[src/rtl/mem_req_pmp_buf.sv]
// mem_req_pmp_buf
// Request-side stage in front of the RAM block. Each incoming request
// {addr, data, wr} is checked against NUM_REGIONS TOR-style PMP entries.
// Permitted requests are pushed into a DEPTH-entry FIFO that drains to the
// RAM port. Denied writes are dropped and reported through an error pulse,
// a last-denied-address register and a saturating error counter.
//
// Ports
//   clk_i, rst_ni            clock (rising edge), async active-low reset
//   req_valid_i/req_ready_o  upstream handshake
//   req_addr_i/data_i/wr_i   upstream request payload
//   pmp_lock_i               per-entry lock bit
//   pmp_mode_i               per-entry mode, entry i at [2i+1:2i], 2'b01 = TOR
//   pmp_addr_i               per-entry exclusive top, entry i at [AW*i +: AW]
//   mem_valid_o/mem_ready_i  RAM-side handshake
//   mem_addr/data/wr_o       FIFO head entry (zero while empty)
//   err_valid_o              one-cycle pulse per denied request
//   err_addr_o               address of the most recent denial
//   err_cnt_o                saturating count of denials
//   count_o                  FIFO occupancy, 0..DEPTH
//
// Handshakes: a transfer happens on a rising edge where valid and ready are
// both high. Valid never depends on ready of the same interface; a producer
// holding valid keeps its payload stable until the transfer.
module mem_req_pmp_buf #(
    parameter int DEPTH       = 4,
    parameter int AW          = 8,
    parameter int DW          = 8,
    parameter int NUM_REGIONS = 2
) (
    input  logic                      clk_i,
    input  logic                      rst_ni,
    input  logic                      req_valid_i,
    output logic                      req_ready_o,
    input  logic [AW-1:0]             req_addr_i,
    input  logic [DW-1:0]             req_data_i,
    input  logic                      req_wr_i,
    input  logic [NUM_REGIONS-1:0]    pmp_lock_i,
    input  logic [2*NUM_REGIONS-1:0]  pmp_mode_i,
    input  logic [AW*NUM_REGIONS-1:0] pmp_addr_i,
    output logic                      mem_valid_o,
    input  logic                      mem_ready_i,
    output logic [AW-1:0]             mem_addr_o,
    output logic [DW-1:0]             mem_data_o,
    output logic                      mem_wr_o,
    output logic                      err_valid_o,
    output logic [AW-1:0]             err_addr_o,
    output logic [7:0]                err_cnt_o,
    output logic [$clog2(DEPTH):0]    count_o
);

    localparam int PW = $clog2(DEPTH);
    localparam logic [PW:0] FULL_CNT = (PW+1)'(DEPTH);

    logic [AW-1:0] addr_mem [DEPTH];
    logic [DW-1:0] data_mem [DEPTH];
    logic          wr_mem   [DEPTH];

    logic [PW-1:0] wptr_q, rptr_q;
    logic [PW:0]   count_q;

    logic          pmp_hit, pmp_hit_lock;
    logic [AW-1:0] lo, top;
    logic          accept, deny, push, pop;

    // TOR match: entry i covers [top of entry i-1, top of entry i). The lower
    // bound follows the previous entry's top whatever that entry's mode is.
    // Only the lowest-index matching entry decides.
    always_comb begin
        pmp_hit      = 1'b0;
        pmp_hit_lock = 1'b0;
        lo           = '0;
        top          = '0;
        for (int i = 0; i < NUM_REGIONS; i++) begin
            top = pmp_addr_i[AW*i +: AW];
            if (!pmp_hit && (pmp_mode_i[2*i +: 2] == 2'b01) &&
                (req_addr_i >= lo) && (req_addr_i < top)) begin
                pmp_hit      = 1'b1;
                pmp_hit_lock = pmp_lock_i[i];
            end
            lo = top;
        end
    end

    // Ready comes from the registered occupancy only, so a full FIFO stays
    // unready even in a cycle where the head is being popped.
    assign req_ready_o = (count_q != FULL_CNT);
    assign accept      = req_valid_i & req_ready_o;
    assign deny        = accept & req_wr_i & pmp_hit & pmp_hit_lock;
    assign push        = accept & ~deny;
    assign mem_valid_o = (count_q != '0);
    assign pop         = mem_valid_o & mem_ready_i;

    always_ff @(posedge clk_i or negedge rst_ni) begin
        if (!rst_ni) begin
            wptr_q  <= '0;
            rptr_q  <= '0;
            count_q <= '0;
        end else begin
            if (push) wptr_q <= wptr_q + 1'b1;
            if (pop)  rptr_q <= rptr_q + 1'b1;
            case ({push, pop})
                2'b10:   count_q <= count_q + 1'b1;
                2'b01:   count_q <= count_q - 1'b1;
                default: count_q <= count_q;
            endcase
        end
    end

    // Storage needs no reset: the head is gated to zero while empty.
    always_ff @(posedge clk_i) begin
        if (push) begin
            addr_mem[wptr_q] <= req_addr_i;
            data_mem[wptr_q] <= req_data_i;
            wr_mem[wptr_q]   <= req_wr_i;
        end
    end

    assign mem_addr_o = mem_valid_o ? addr_mem[rptr_q] : '0;
    assign mem_data_o = mem_valid_o ? data_mem[rptr_q] : '0;
    assign mem_wr_o   = mem_valid_o ? wr_mem[rptr_q]   : 1'b0;
    assign count_o    = count_q;

    always_ff @(posedge clk_i or negedge rst_ni) begin
        if (!rst_ni) begin
            err_valid_o <= 1'b0;
            err_addr_o  <= '0;
            err_cnt_o   <= '0;
        end else begin
            err_valid_o <= deny;
            if (deny) begin
                err_addr_o <= req_addr_i;
                if (err_cnt_o != 8'hFF) err_cnt_o <= err_cnt_o + 8'd1;
            end
        end
    end

endmodule

[config.mk]
export PLATFORM = sky130hd
export DESIGN_NAME = mem_req_pmp_buf
export DESIGN_NICKNAME = d
export VERILOG_FILES = /design/src/rtl/mem_req_pmp_buf.sv
export SDC_FILE = /design/constraint.sdc
export NUM_CORES = 1
export LEC_CHECK = 0
export ABC_AREA = 1
export CAP_MARGIN = 20
export CORE_MARGIN = 3
export CORE_UTILIZATION = 35
export CTS_CLUSTER_SIZE = 10
export DETAILED_ROUTE_END_ITERATION = 10
export PLACE_DENSITY = 0.68
export SYNTH_ARGS = -nofsm -noshare
export SYNTH_HDL_FRONTEND = slang
export SYNTH_SLANG_ARGS = --single-unit
[constraint.sdc]
create_clock -name clk_i -period 2.1 [get_ports clk_i]
set_input_delay 0.63 -clock clk_i [delete_from_list [all_inputs] [get_ports clk_i]]
set_output_delay 0.63 -clock clk_i [all_outputs]
set_load 0.005 [all_outputs]
* Word-level counts from Yosys, hierarchy flattened
Memory sizes are Yosys's and may differ from the RTL's.
Cells that the tools add are included.
** Operators by class
- Shift operators :: 0
- Magnitude comparators :: 4
- Multiply operators :: 0
- Equal/unequal tests :: 6
- Mux-type cells :: 10
- Bitwise gates (word level) :: 7
- Reduce and logical (&&, ||, !) cells :: 9
- Divide/modulo/power cells :: 0
- Add/sub/neg operators :: 5
** Operators with widths (number)
- 8-bit less-than comparator :: 2
- 8-bit two-way mux :: 2
- 8-bit by 1-bit adder with 8-bit output (second input constant) :: 1
- 8-bit by 1-bit >= comparator with 1-bit output (second input constant) :: 1
- 8-bit >= comparator :: 1
- 8-bit inequality test (second input constant) :: 1
- 1-bit two-way mux :: 7
- 1-bit bitwise AND :: 6
- 2-bit by 1-bit equality test with 1-bit output (second input constant) :: 3
- 3-bit one-hot mux with 2 select lines :: 1
- 1-bit logical AND :: 5
- 2-bit by 1-bit adder with 2-bit output (second input constant) :: 2
- 3-bit by 1-bit adder with 3-bit output (second input constant) :: 1
- 3-bit inequality test (second input constant) :: 1
- 3-bit nonzero test :: 1
- 3-bit by 1-bit subtractor with 3-bit output (second input constant) :: 1
- 2-bit equality test (second input constant) :: 1
- 2-bit AND reduction :: 1
- 2-bit nonzero test :: 1
- 1-bit zero test :: 1
- 1-bit NOT :: 1
** Storage, ports and cells
- Memories :: 3
- Output and inout port bits :: 39
- RAM bits :: 68
- Logic and storage cells :: 50
- Flip-flop bits (word level) :: 24
- Bits in read-only memories :: 0
- Bits in latches :: 0
- Input port bits :: 43
** Memories
- addr_mem :: words 4, bits a word 8, read ports 1, clocked after memory_dff 0, wr ports 1, line 55 : logic [AW-1:0] addr_mem [DEPTH];
- data_mem :: words 4, bits a word 8, read ports 1, clocked after memory_dff 0, wr ports 1, line 56 : logic [DW-1:0] data_mem [DEPTH];
- wr_mem :: words 4, bits a word 1, read ports 1, clocked after memory_dff 0, wr ports 1, line 57 : logic wr_mem [DEPTH];

* Depth between registers and ports, before layout
Gate-level depths: netlist of the first run.
- Depth in word-level cells :: 15
- Gate-level depth with buffers :: 19
- Mapped depth without buffers :: 19

* Least setup slack after synthesis of the first run
Ideal clock, no wire load.
- Path kind :: input to register
- From :: input port pmp_addr_i[7]
- To :: memory addr_mem[0][0] (enable)
- Stages :: 13
- Slack :: -669 ps
- Arrival :: 2378 ps
- Data required time :: 1709 ps
- Buffers on the path :: 0
- Cells stage by stage :: inv_1 ha_1 nand2_2 inv_1 nand2_1 nand2_1 nor2_1 nand3_1 nand2_2 inv_6 nand2_8 nand2_2 nor2_1
** Between the ends
- Longest elaborated chain between the ends :: 14
** Ends and longest elaborated chain
- from (decl) :: line 40 : input logic [AW*NUM_REGIONS-1:0] pmp_addr_i,
- 8-bit less-than comparator :: line 77 : (req_addr_i >= lo) && (req_addr_i < top)) begin
- 1-bit logical AND :: line 77
- 1-bit two-way mux :: line 76 : if (!pmp_hit && (pmp_mode_i[2*i +: 2] == 2'b01) &&
- 1-bit zero test :: line 76
- 1-bit logical AND (2 in a row) :: line 76
- 1-bit logical AND :: line 77
- 1-bit two-way mux :: line 76
- 1-bit bitwise AND :: line 89 : assign deny = accept & req_wr_i & pmp_hit & pmp_hit_lock;
- 1-bit bitwise AND * :: line 89
- 1-bit NOT * :: line 90 : assign push = accept & ~deny;
- 1-bit bitwise AND * :: line 90
- 1-bit two-way mux * :: line 112 : if (push) begin
- 1-bit two-way mux (not written as such) * :: line 113 : addr_mem[wptr_q] <= req_addr_i;
- to (decl) :: line 55
Every way passes the cells marked *; elsewhere a longest branch is shown, timed or not.

* Worst setup path in the final report of the first run
- From :: register rptr_q[0]
- To :: output port mem_addr_o[5]
** Between the ends
- Longest elaborated chain between the ends :: 2
** Ends and longest elaborated chain
- from (decl) :: line 59 : logic [PW-1:0] wptr_q, rptr_q;
- from (signal assigned) :: line 101 : if (pop) rptr_q <= rptr_q + 1'b1;
- memory 4 x 8 bit
- 8-bit two-way mux :: line 119 : assign mem_addr_o = mem_valid_o ? addr_mem[rptr_q] : '0;
- to (decl) :: line 43 : output logic [AW-1:0] mem_addr_o,
Every way passes these cells.

==> out/metrics.yaml, run 1 <==
cts_buffers: 9
n_antenna_cell: 0
root_buffer: "clkbuf_16"
violations: "setup timing"
wire_per_inst_um: 15.30
fmax_mhz: 438.8
firstDrtPassIters: 4
period_share_pct: 108.5
drc: 0
hold_start: "err_addr_o[0]"
syn_avg_cell_area_um2: 10.24
grt_overflow: 0
fin_area_um2: 6828
synth_cell_type_count: 29
min_period_ns: 2.279
critPathKind: "flip-flop to output port"
htreeDepth: 3
die_x_um: 117.4
cts-hold-fix-buffers: 0
yosysWarnings: 0
syn_nets: 489
finClkSkew_ns: 0.007904
post_route_cells_drive_above_1_share_pct: 42.78
peakVddDrop_uv: 549.0
start_util_pct: 36.01
hold_violations: 0
vias: 3459
r2r_start: "count_o[0]"
drt-total-wl_um: 11370
status: "complete, but fails checks"
worstPathArrival_ns: 1.65
hold_class: "flip-flop to flip-flop"
ys_seq_elements: 92
final_nets: 635
fp.dieArea_um2: 13780
crit_path_end: "mem_addr_o[5]"
placedCellCount: 703
setup_slack_ns: -0.1789
area_growth_pct: 57.22
synth-main-ff-cell: "edfxtp_1"
worstMarginPinSlew_ns: 0.3527
worstPathRequired_ns: 1.47
crit_top_cell: "nor2_1"
p_leak_nw: 2.811
dpl_cell_area_um2: 5846
grt_pass1_vias: 3484
antenna_found_initial: 0
dp_hpwl_um: 7059
io_pins: 82
ff2ff_path_depth: 15
via_per_inst: 4.655
final_antenna_net_count: 0
nFillCells: 993
crit_chain: "buf_4 > buf_6 > nor2_1 > nor2_1 > o21ai_2 > a21oi_2 > buf_2"
synthCells: 424
synth_area_um2: 4343
initialDrtViolationCount: 165
clkTransAtPathRegs_ns: 0.07
ys_seq_area_share_pct: 60.85
slew_viol_final: 0
final_util_pct: 56.61
grt_max_degree: 25
crit_path_start: "rptr_q[0]"
finalNonFillerCells: 743
cts.sink_count: 92
powerDensity_nw_per_um2: 1221
worstReg2RegEnd: "count_o[2]"
grtUsageTotal_pct: 15.83
startpoint_type: "flip-flop"
die_y_um: 117.4
maxSlewHeadroom_pct: 76.49
cp_slowest_cell: "dfrtp_2"
core_um2: 12060
slowest_delay_ns: 0.45
clockBufferDepth: 2
rsz0062_at_grt: "true"
worstPathMaxFanout: 5
grt_pass1_wl_um: 17390
power.total_mw: 8.335
clock_latency_ns: 0.35
fin_hold_ws_ns: 0.4898
port_buffers: 81
ys_async_sr_fraction_pct: 26.09
rows: 40
synth_edf_count: 68
cts_tree: "done"
maxCapViolCount: 0
finalSetupViolations: 83
reg2reg_slack_ns: 0.02
place_congestion: 0.7770
worst_setup_path_end_kind: "output port"
## metrics by stage
stage / setup WS, ns / TNS [ns]
detailed placement: -1.133 / -78.91
global route: -0.2895 / -12.77
CTS: -0.1794 / -4.139
finish: -0.1789 / -6.806
global placement: -1.075 / -76.02
floorplan: -0.4357 / -23.59
## area by class of cell
| cell class | instances | area (um2) | area share (%) |
|---|---|---|---|
| Multi-Input combinational cell | 274 | 1996 | 29.23 |
| Inverter | 46 | 214.0 | 3.134 |
| Tap cell | 168 | 210.2 | 3.079 |
| Sequential cell | 92 | 2644 | 38.72 |
| Clock buffer | 9 | 225.2 | 3.299 |
| Timing Repair Buffer | 147 | 1463 | 21.42 |
| Clock inverter | 7 | 76.32 | 1.118 |
## cell families (layout without fill, tap and decap cells)
group	Yosys count	count (layout)	share of synthesized area [%]
flip-flops	92	92	60.85
adder cells (fa/ha/maj)	22	22	6.511
XOR/XNOR	9	9	1.815
AND/OR/NAND/NOR	184	184	18.41
buffers and inverters	58	209	5.531
AO/OA/AOI/OAI	59	59	6.886
## critical path: cells and delay by family, from the launching register on
kind	cells	cell delay [ns]
buffers and inverters	3	0.41
AO/OA/AOI/OAI	2	0.23
flip-flops	1	0.45
AND/OR/NAND/NOR	2	0.21
## registers in the layout (all words and copies together) (netlist names)
signal	count
addr_mem	32
err_cnt_o	8
err_addr_o	8
count_o	3
wr_mem	4
wptr_q	2
err_valid_o	1
data_mem	32
rptr_q	2
## layer usage
metal	global-route usage (%)	part of all wire, %	vias to the layer above
met4	3.299	0.84	0
met1	19.67	42	1669
met3	4.050	4.3	10
met5	0	0	-
met2	27.96	52	77
li1	-	-	1703
## repair_timing
action | in CTS | in global routing
setup buffers | 10 | 10
gates cloned | 5 | 2
gates resized for setup | 237 | 126
setup endpoints to repair | 108 | 90
pin swaps | 53 | 73
## where the power goes
group	internal (mW)	switching (mW)
sequential	2.41	0.244
combinational	2.08	2.01
clock	0.844	0.758
total	5.33	3.01
## worst min path at each step
stage | to | slack, ns | cells after the start
6_report | err_addr_o[0] | 0.49 | 2
5_1_grt | err_addr_o[0] | 0.52 | 2
4_1_cts | err_addr_o[0] | 0.49 | 2
3_5_place_dp | err_addr_o[1] | 0.47 | 2
3_3_place_gp | err_addr_o[6] | 0.47 | 2
2_1_floorplan | count_o[0] | 0.33 | 0
## cells in the final DEF (no fill, tap or decap), types with 4 or more instances in the layout
cell type / Yosys / final
buf_2: 5 / 23
a21oi_2: 0 / 9
inv_2: 4 / 10
nor2_2: 2 / 28
dfrtp_1: 24 / 23
nand2_2: 4 / 14
nor2_1: 85 / 40
clkdlybuf4s50_1: 0 / 32
buf_12: 0 / 10
ha_4: 0 / 14
nand4_1: 10 / 10
xnor2_1: 5 / 5
o21ai_1: 2 / 27
ha_1: 21 / 6
o21ai_2: 1 / 6
nand2_1: 72 / 59
dlygate4sd2_1: 0 / 4
buf_6: 1 / 25
xor2_1: 4 / 4
buf_8: 0 / 4
dlymetal6s2s_1: 0 / 4
nor2_4: 0 / 19
inv_4: 0 / 7
a21oi_1: 22 / 13
clkbuf_16: 0 / 10
inv_1: 40 / 25
clkinv_4: 0 / 5
buf_4: 1 / 38
edfxtp_1: 68 / 68
nand3_1: 6 / 5
## cells in the mapped netlist (2+ instances only)
cell,count,area [um2]
inv_1,40,150.1
edfxtp_1,68,2042
inv_2,4,15.01
xor2_1,4,35.03
nor2_2,2,12.51
buf_2,5,25.02
o21ai_0,34,170.2
nand2_1,72,270.3
clkbuf_1,5,18.77
a21oi_1,22,110.1
o21ai_1,2,10.01
nor2_1,85,319.1
nand3_1,6,30.03
ha_1,21,262.8
xnor2_1,5,43.79
nand2_2,4,25.02
dfrtp_1,24,600.6
nand4_1,10,62.56
Power figures use the tool's default switching activity.
==> run 2: changes to the inputs <==
--- a/config.mk
+++ b/config.mk
@@ -6,12 +6,13 @@
 export NUM_CORES = 1
 export LEC_CHECK = 0
 export ABC_AREA = 1
-export CAP_MARGIN = 20
 export CORE_MARGIN = 3
 export CORE_UTILIZATION = 35
 export CTS_CLUSTER_SIZE = 10
 export DETAILED_ROUTE_END_ITERATION = 10
-export PLACE_DENSITY = 0.68
+export DONT_BUFFER_PORTS = 1
+export GPL_TIMING_DRIVEN = 0
+export PLACE_DENSITY = 0.59
 export SYNTH_ARGS = -nofsm -noshare
 export SYNTH_HDL_FRONTEND = slang
 export SYNTH_SLANG_ARGS = --single-unit
==> out/metrics.yaml, run 2 (same netlist as run 1, synthesis figures left out) <==
period_share_pct: 102.4
setup_slack_ns: -0.05000
grtUsageTotal_pct: 15.08
layout_common_cells: "edfxtp_1 (68), nor2_1 (62), nand2_1 (60)"
clockBufferDepth: 2
place_congestion: 0.7338
clkTransAtPathRegs_ns: 0.08
p_int_mw: 4.769
min_period_ns: 2.150
post_route_cells_drive_above_1_share_pct: 35.53
core_um2: 12060
die_y_um: 117.4
firstDrtPassIters: 5
slew_viol_final: 0
start_util_pct: 36.01
fmax_mhz: 465.1
fp.dieArea_um2: 13780
die_x_um: 117.4
crit_chain: "inv_4 > ha_4 > a21oi_2 > nand2_2 > nor2_2 > nand3_2 > nand2_2 > clkinv_4 > nand2_8 > nand2_8 > buf_4 > buf_4 > nor2_4 > buf_12"
maxSlewHeadroom_pct: 80.75
cts.sink_count: 92
dp_hpwl_um: 6628
area_growth_pct: 34.86
startpoint_type: "input port"
p_sw_share_pct: 36.88
hold_class: "input port to async pin"
gr-usage-met2_pct: 24.49
powerDensity_nw_per_um2: 1290
clkPwrFrac_pct: 21.3
initialDrtViolationCount: 213
vias: 3032
rsz0062_at_grt: "true"
final_nets: 530
cp_slowest_cell: "ha_4"
n_antenna_cell: 0
cts_buffers: 9
critPathKind: "input port to flip-flop"
grt_overflow: 0
hold_violations: 0
grt_util_met3_pct: 5.545
worstPathRequired_ns: 2.16
io_pins: 82
final_antenna_net_count: 0
combPwrFrac_pct: 43.6
violations: "setup timing"
path_delay_family: "simple AND/OR/NAND/NOR gates"
root_buffer: "clkbuf_16"
worstPathMaxFanout: 17
switchingPower_mw: 2.787
maxCapViolCount: 0
via_per_inst: 4.752
worstMarginPinSlew_ns: 0.2887
cts_tree: "done"
dp_slack_ns: -0.8672
wire_per_inst_um: 16.58
rows: 40
p_leak_nw: 2.312
slowest_delay_ns: 0.24
peakVddDrop_uv: 556.5
drt-total-wl_um: 10580
clock_latency_ns: 0.34
crit_buf_inv: 5
antenna_found_initial: 0
status: "complete, but fails checks"
worstPathArrival_ns: 2.21
final_util_pct: 48.56
drc: 0
grt_util_met1_pct: 18.76
p_seq_share_pct: 35.1
layout_commonest_cell: "edfxtp_1"
grt_pass1_vias: 3065
finClkSkew_ns: 0.006644
grt_pass1_wl_um: 16030
reg_top3: "addr_mem x32, data_mem x32"
finalSetupViolations: 22
port_buffers: 0
worst_setup_path_end_kind: "flip-flop"
grt_max_degree: 25
htreeDepth: 3
grt.busiest_layer: "met2"
[run 2: cell count changes in the layout (fill, tap and decap cells not counted), sizes merged]
cell and delta:
buf -67, clkbuf +5, clkdlybuf4s15 -3, clkdlybuf4s50 -32
clkinv -4, clkinvlp +1, dlygate4sd2 -4, dlymetal6s2s -4
inv +3
[run 2: final timing paths]
path                               startpoint              to  slack [ns]  depth (start not counted)
worst max register to register     count_o[0]      count_o[2]        0.02                         13
max in group asynchronous              rst_ni      count_o[2]        1.83                          1
worst min-delay path                   rst_ni    err_cnt_o[0]        0.09                          1
worst max-delay path            pmp_addr_i[7]  data_mem[0][2]       -0.05                         14
min in group clk_i              req_data_i[6]  data_mem[0][6]        0.38                          0
worst min register to register  err_addr_o[2]   err_addr_o[2]        0.52                          2
[run 2: what timing repair did]
item,4_1_cts,5_1_grt
hold buffers,1,0
gates resized for setup,74,83
setup endpoints to repair,88,56
buffers inserted,21,3
endpoints found under the hold margin,24,0
gates cloned,1,4
pin swaps,34,51
[run 2: routing by layer]
metal | up-vias | share of wire [%]
met5 | - | 0
met4 | 0 | 1.3
met1 | 1427 | 42
met2 | 98 | 49
met3 | 13 | 7.8
li1 | 1494 | -
[run 2: worst register-to-register path: cells and delay by family (launching register included)]
family / cells / cell delay (ns)
simple gates: 3 / 0.26
buf+inv: 5 / 0.46
fa+ha+maj: 2 / 0.50
xor+xnor: 1 / 0.12
flops: 1 / 0.42
compound gates: 2 / 0.19
[run 2: power groups by stage]
| stage | Sequential, mW | Combinational [mW] | Clock (mW) |
|---|---|---|---|
| after CTS | 2.63 | 2.81 | 1.65 |
| after global routing | 2.70 | 3.60 | 1.72 |
| after floorplan | 2.60 | 1.48 | 0 |
| after global placement | 2.65 | 1.95 | 0 |
| final | 2.65 | 3.29 | 1.61 |
| after detailed placement | 2.66 | 2.01 | 0 |
[run 2: area by class of cell]
type	instances	area [um2]
Buffer	12	197.7
Clock buffer	9	225.2
Clock inverter	7	75.07
Fill cell	1087	6205
Inverter	46	232.7
Multi-Input combinational cell	274	1904
Sequential cell	92	2644
Tap cell	168	210.2
Timing Repair Buffer	30	367.9
[run 2: through the flow]
stage	hold WS [ns]	setup TNS [ns]	cells	power, mW	cell area, um2
after global placement	0.3351	-53.59	592	4.608	4720
after global routing	0.08599	-3.209	638	8.022	5857
final	0.09165	-0.8880	638	7.556	5857
after floorplan	0.3344	-23.59	424	4.071	4509
after detailed placement	0.3350	-57.03	592	4.676	4720
after CTS	0.07983	-0.5692	631	7.094	5565
==> run 3: changes to the inputs <==
--- a/config.mk
+++ b/config.mk
@@ -8,10 +8,10 @@
 export ABC_AREA = 1
 export CORE_MARGIN = 3
 export CORE_UTILIZATION = 35
+export CTS_BUF_LIST = sky130_fd_sc_hd__clkbuf_4 sky130_fd_sc_hd__clkbuf_8
 export CTS_CLUSTER_SIZE = 10
 export DETAILED_ROUTE_END_ITERATION = 10
 export DONT_BUFFER_PORTS = 1
-export GPL_TIMING_DRIVEN = 0
 export PLACE_DENSITY = 0.59
 export SYNTH_ARGS = -nofsm -noshare
 export SYNTH_HDL_FRONTEND = slang
==> out/metrics.yaml, run 3 (same netlist as run 1, synthesis figures left out) <==
crit_chain: "inv_2 > ha_4 > nand2_2 > nor2_4 > nand4_1 > nand3_1 > nand2_2 > clkinv_4 > nand2_8 > nand2_8 > ha_4 > inv_4 > fa_2 > a21oi_2 > o21ai_1 > xnor2_1"
path_delay_family: "adder cells"
dp_hpwl_um: 6821
worst_setup_path_end_kind: "flip-flop"
critPathKind: "input port to flip-flop"
layout_common_cells: "nor2_1 (77), edfxtp_1 (68), nand2_1 (63)"
slew_viol_final: 0
wire_per_inst_um: 15.63
setup_slack_ns: -0.04875
worstMarginPinSlew_ns: 0.2977
violations: "setup timing"
maxCapViolCount: 0
clockBufferDepth: 2
cts.sink_count: 92
initialDrtViolationCount: 195
finalNonFillerCells: 637
startpoint_type: "input port"
layout_commonest_cell: "nor2_1"
grt_overflow: 0
worstPathRequired_ns: 2.35
finalSetupViolations: 1
crit_buf_inv: 3
p_sw_share_pct: 37.45
grt_pass1_vias: 3049
port_buffers: 0
cp_slowest_cell: "fa_2"
p_seq_share_pct: 39.0
fp.dieArea_um2: 13780
firstDrtPassIters: 4
final_nets: 529
worstPathMaxFanout: 2
cts_tree: "done"
final_antenna_net_count: 0
antenna_found_initial: 0
rows: 40
core_um2: 12060
peakVddDrop_uv: 387.6
fmax_mhz: 465.4
clock_latency_ns: 0.36
root_buffer: "clkbuf_8"
n_antenna_cell: 0
reg2reg_slack_ns: 0.08
final_util_pct: 45.87
nFillCells: 1127
placedCellCount: 611
cts_buffers: 9
hold_violations: 0
power.total_mw: 6.725
io_pins: 82
clkTransAtPathRegs_ns: 0.09
htreeDepth: 3
drt-total-wl_um: 9959
p_int_mw: 4.207
finClkSkew_ns: 0.008759
p_leak_nw: 2.200
switchingPower_mw: 2.518
powerDensity_nw_per_um2: 1216
via_per_inst: 4.683
min_period_ns: 2.149
hold_class: "input port to async pin"
grt_pass1_wl_um: 16160
status: "complete, but fails checks"
place_congestion: 0.7913
drc: 0
die_x_um: 117.4
vias: 2983
fin_hold_ws_ns: 0.07397
grtUsageTotal_pct: 14.92
clkPwrFrac_pct: 17.0
reg_top3: "addr_mem x32, data_mem x32"
rsz0062_at_grt: "true"
period_share_pct: 102.3
die_y_um: 117.4
post_route_cells_drive_above_1_share_pct: 31.56
slowest_delay_ns: 0.37
combPwrFrac_pct: 44.0
area_growth_pct: 27.40
grt_max_degree: 28
maxSlewHeadroom_pct: 80.16
worstPathArrival_ns: 2.40
start_util_pct: 36.01
[run 3: worst reg2reg max path, stage by stage (launching register included)]
cell	delay, ns
dfrtp_1	0.37
inv_2	0.06
nand3_2	0.08
nand2_1	0.10
nor2_1	0.18
nand2_2	0.09
clkinv_4	0.07
nand2_8	0.05
nand2_8	0.06
ha_4	0.13
inv_4	0.03
fa_2	0.37
a21oi_2	0.14
o21ai_1	0.08
xnor2_1	0.12
[run 3: per-layer routing]
metal	vias up	GRT usage [%]	share of wire [%]
met5	-	0	0
met4	0	4.179	0.95
met3	11	5.014	6.6
met2	85	25.11	51
met1	1404	18.38	42
li1	1483	-	-
[run 3: worst paths after layout]
check                      depth (start not counted)              to           from
hold / removal                                     1   err_addr_o[7]         rst_ni
setup / recovery                                  16      count_o[2]  pmp_addr_i[4]
min in group clk_i                                 0  data_mem[0][7]  req_data_i[7]
max in group asynchronous                          1       rptr_q[0]         rst_ni
setup reg to reg                                  14      count_o[2]     count_o[0]
hold reg to reg                                    2   err_addr_o[2]  err_addr_o[2]
[run 3: power groups by stage]
| stage | Clock (mW) | Sequential, mW | Combinational, mW |
|---|---|---|---|
| after floorplan | 0 | 2.60 | 1.48 |
| after global placement | 0 | 2.64 | 2.26 |
| after detailed placement | 0 | 2.65 | 2.31 |
| after CTS | 1.19 | 2.62 | 2.85 |
| after global routing | 1.27 | 2.67 | 3.28 |
| final | 1.15 | 2.62 | 2.96 |
[run 3: what timing repair did]
action / CTS / global route
pin swaps: 6 / 29
setup buffers: 5 / 4
gates resized for setup: 42 / 63
hold endpoints to repair: 24 / 0
hold buffers: 1 / 0
endpoints found under the setup margin: 18 / 84
cloned: 2 / 0
[run 3: layout make-up]
| class | instances | area, um2 | share of cell area [%] |
|---|---|---|---|
| Multi-Input combinational cell | 274 | 1831 | 33.08 |
| Timing Repair Buffer | 41 | 432.9 | 7.825 |
| Clock buffer | 11 | 151.4 | 2.736 |
| Tap cell | 168 | 210.2 | 3.799 |
| Clock inverter | 5 | 42.54 | 0.7689 |
| Inverter | 46 | 221.5 | 4.003 |
| Sequential cell | 92 | 2644 | 47.78 |
[run 3: metrics by stage]
step	instance area [um2]	setup TNS (ns)	setup slack [ns]
2_1_floorplan	4509	-23.59	-0.4357
3_3_place_gp	4940	-19.13	-0.4213
3_5_place_dp	4940	-20.34	-0.4549
4_1_cts	5390	-0.3072	-0.03387
5_1_grt	5533	-0.7291	-0.1194
6_report	5533	-0.04875	-0.04875
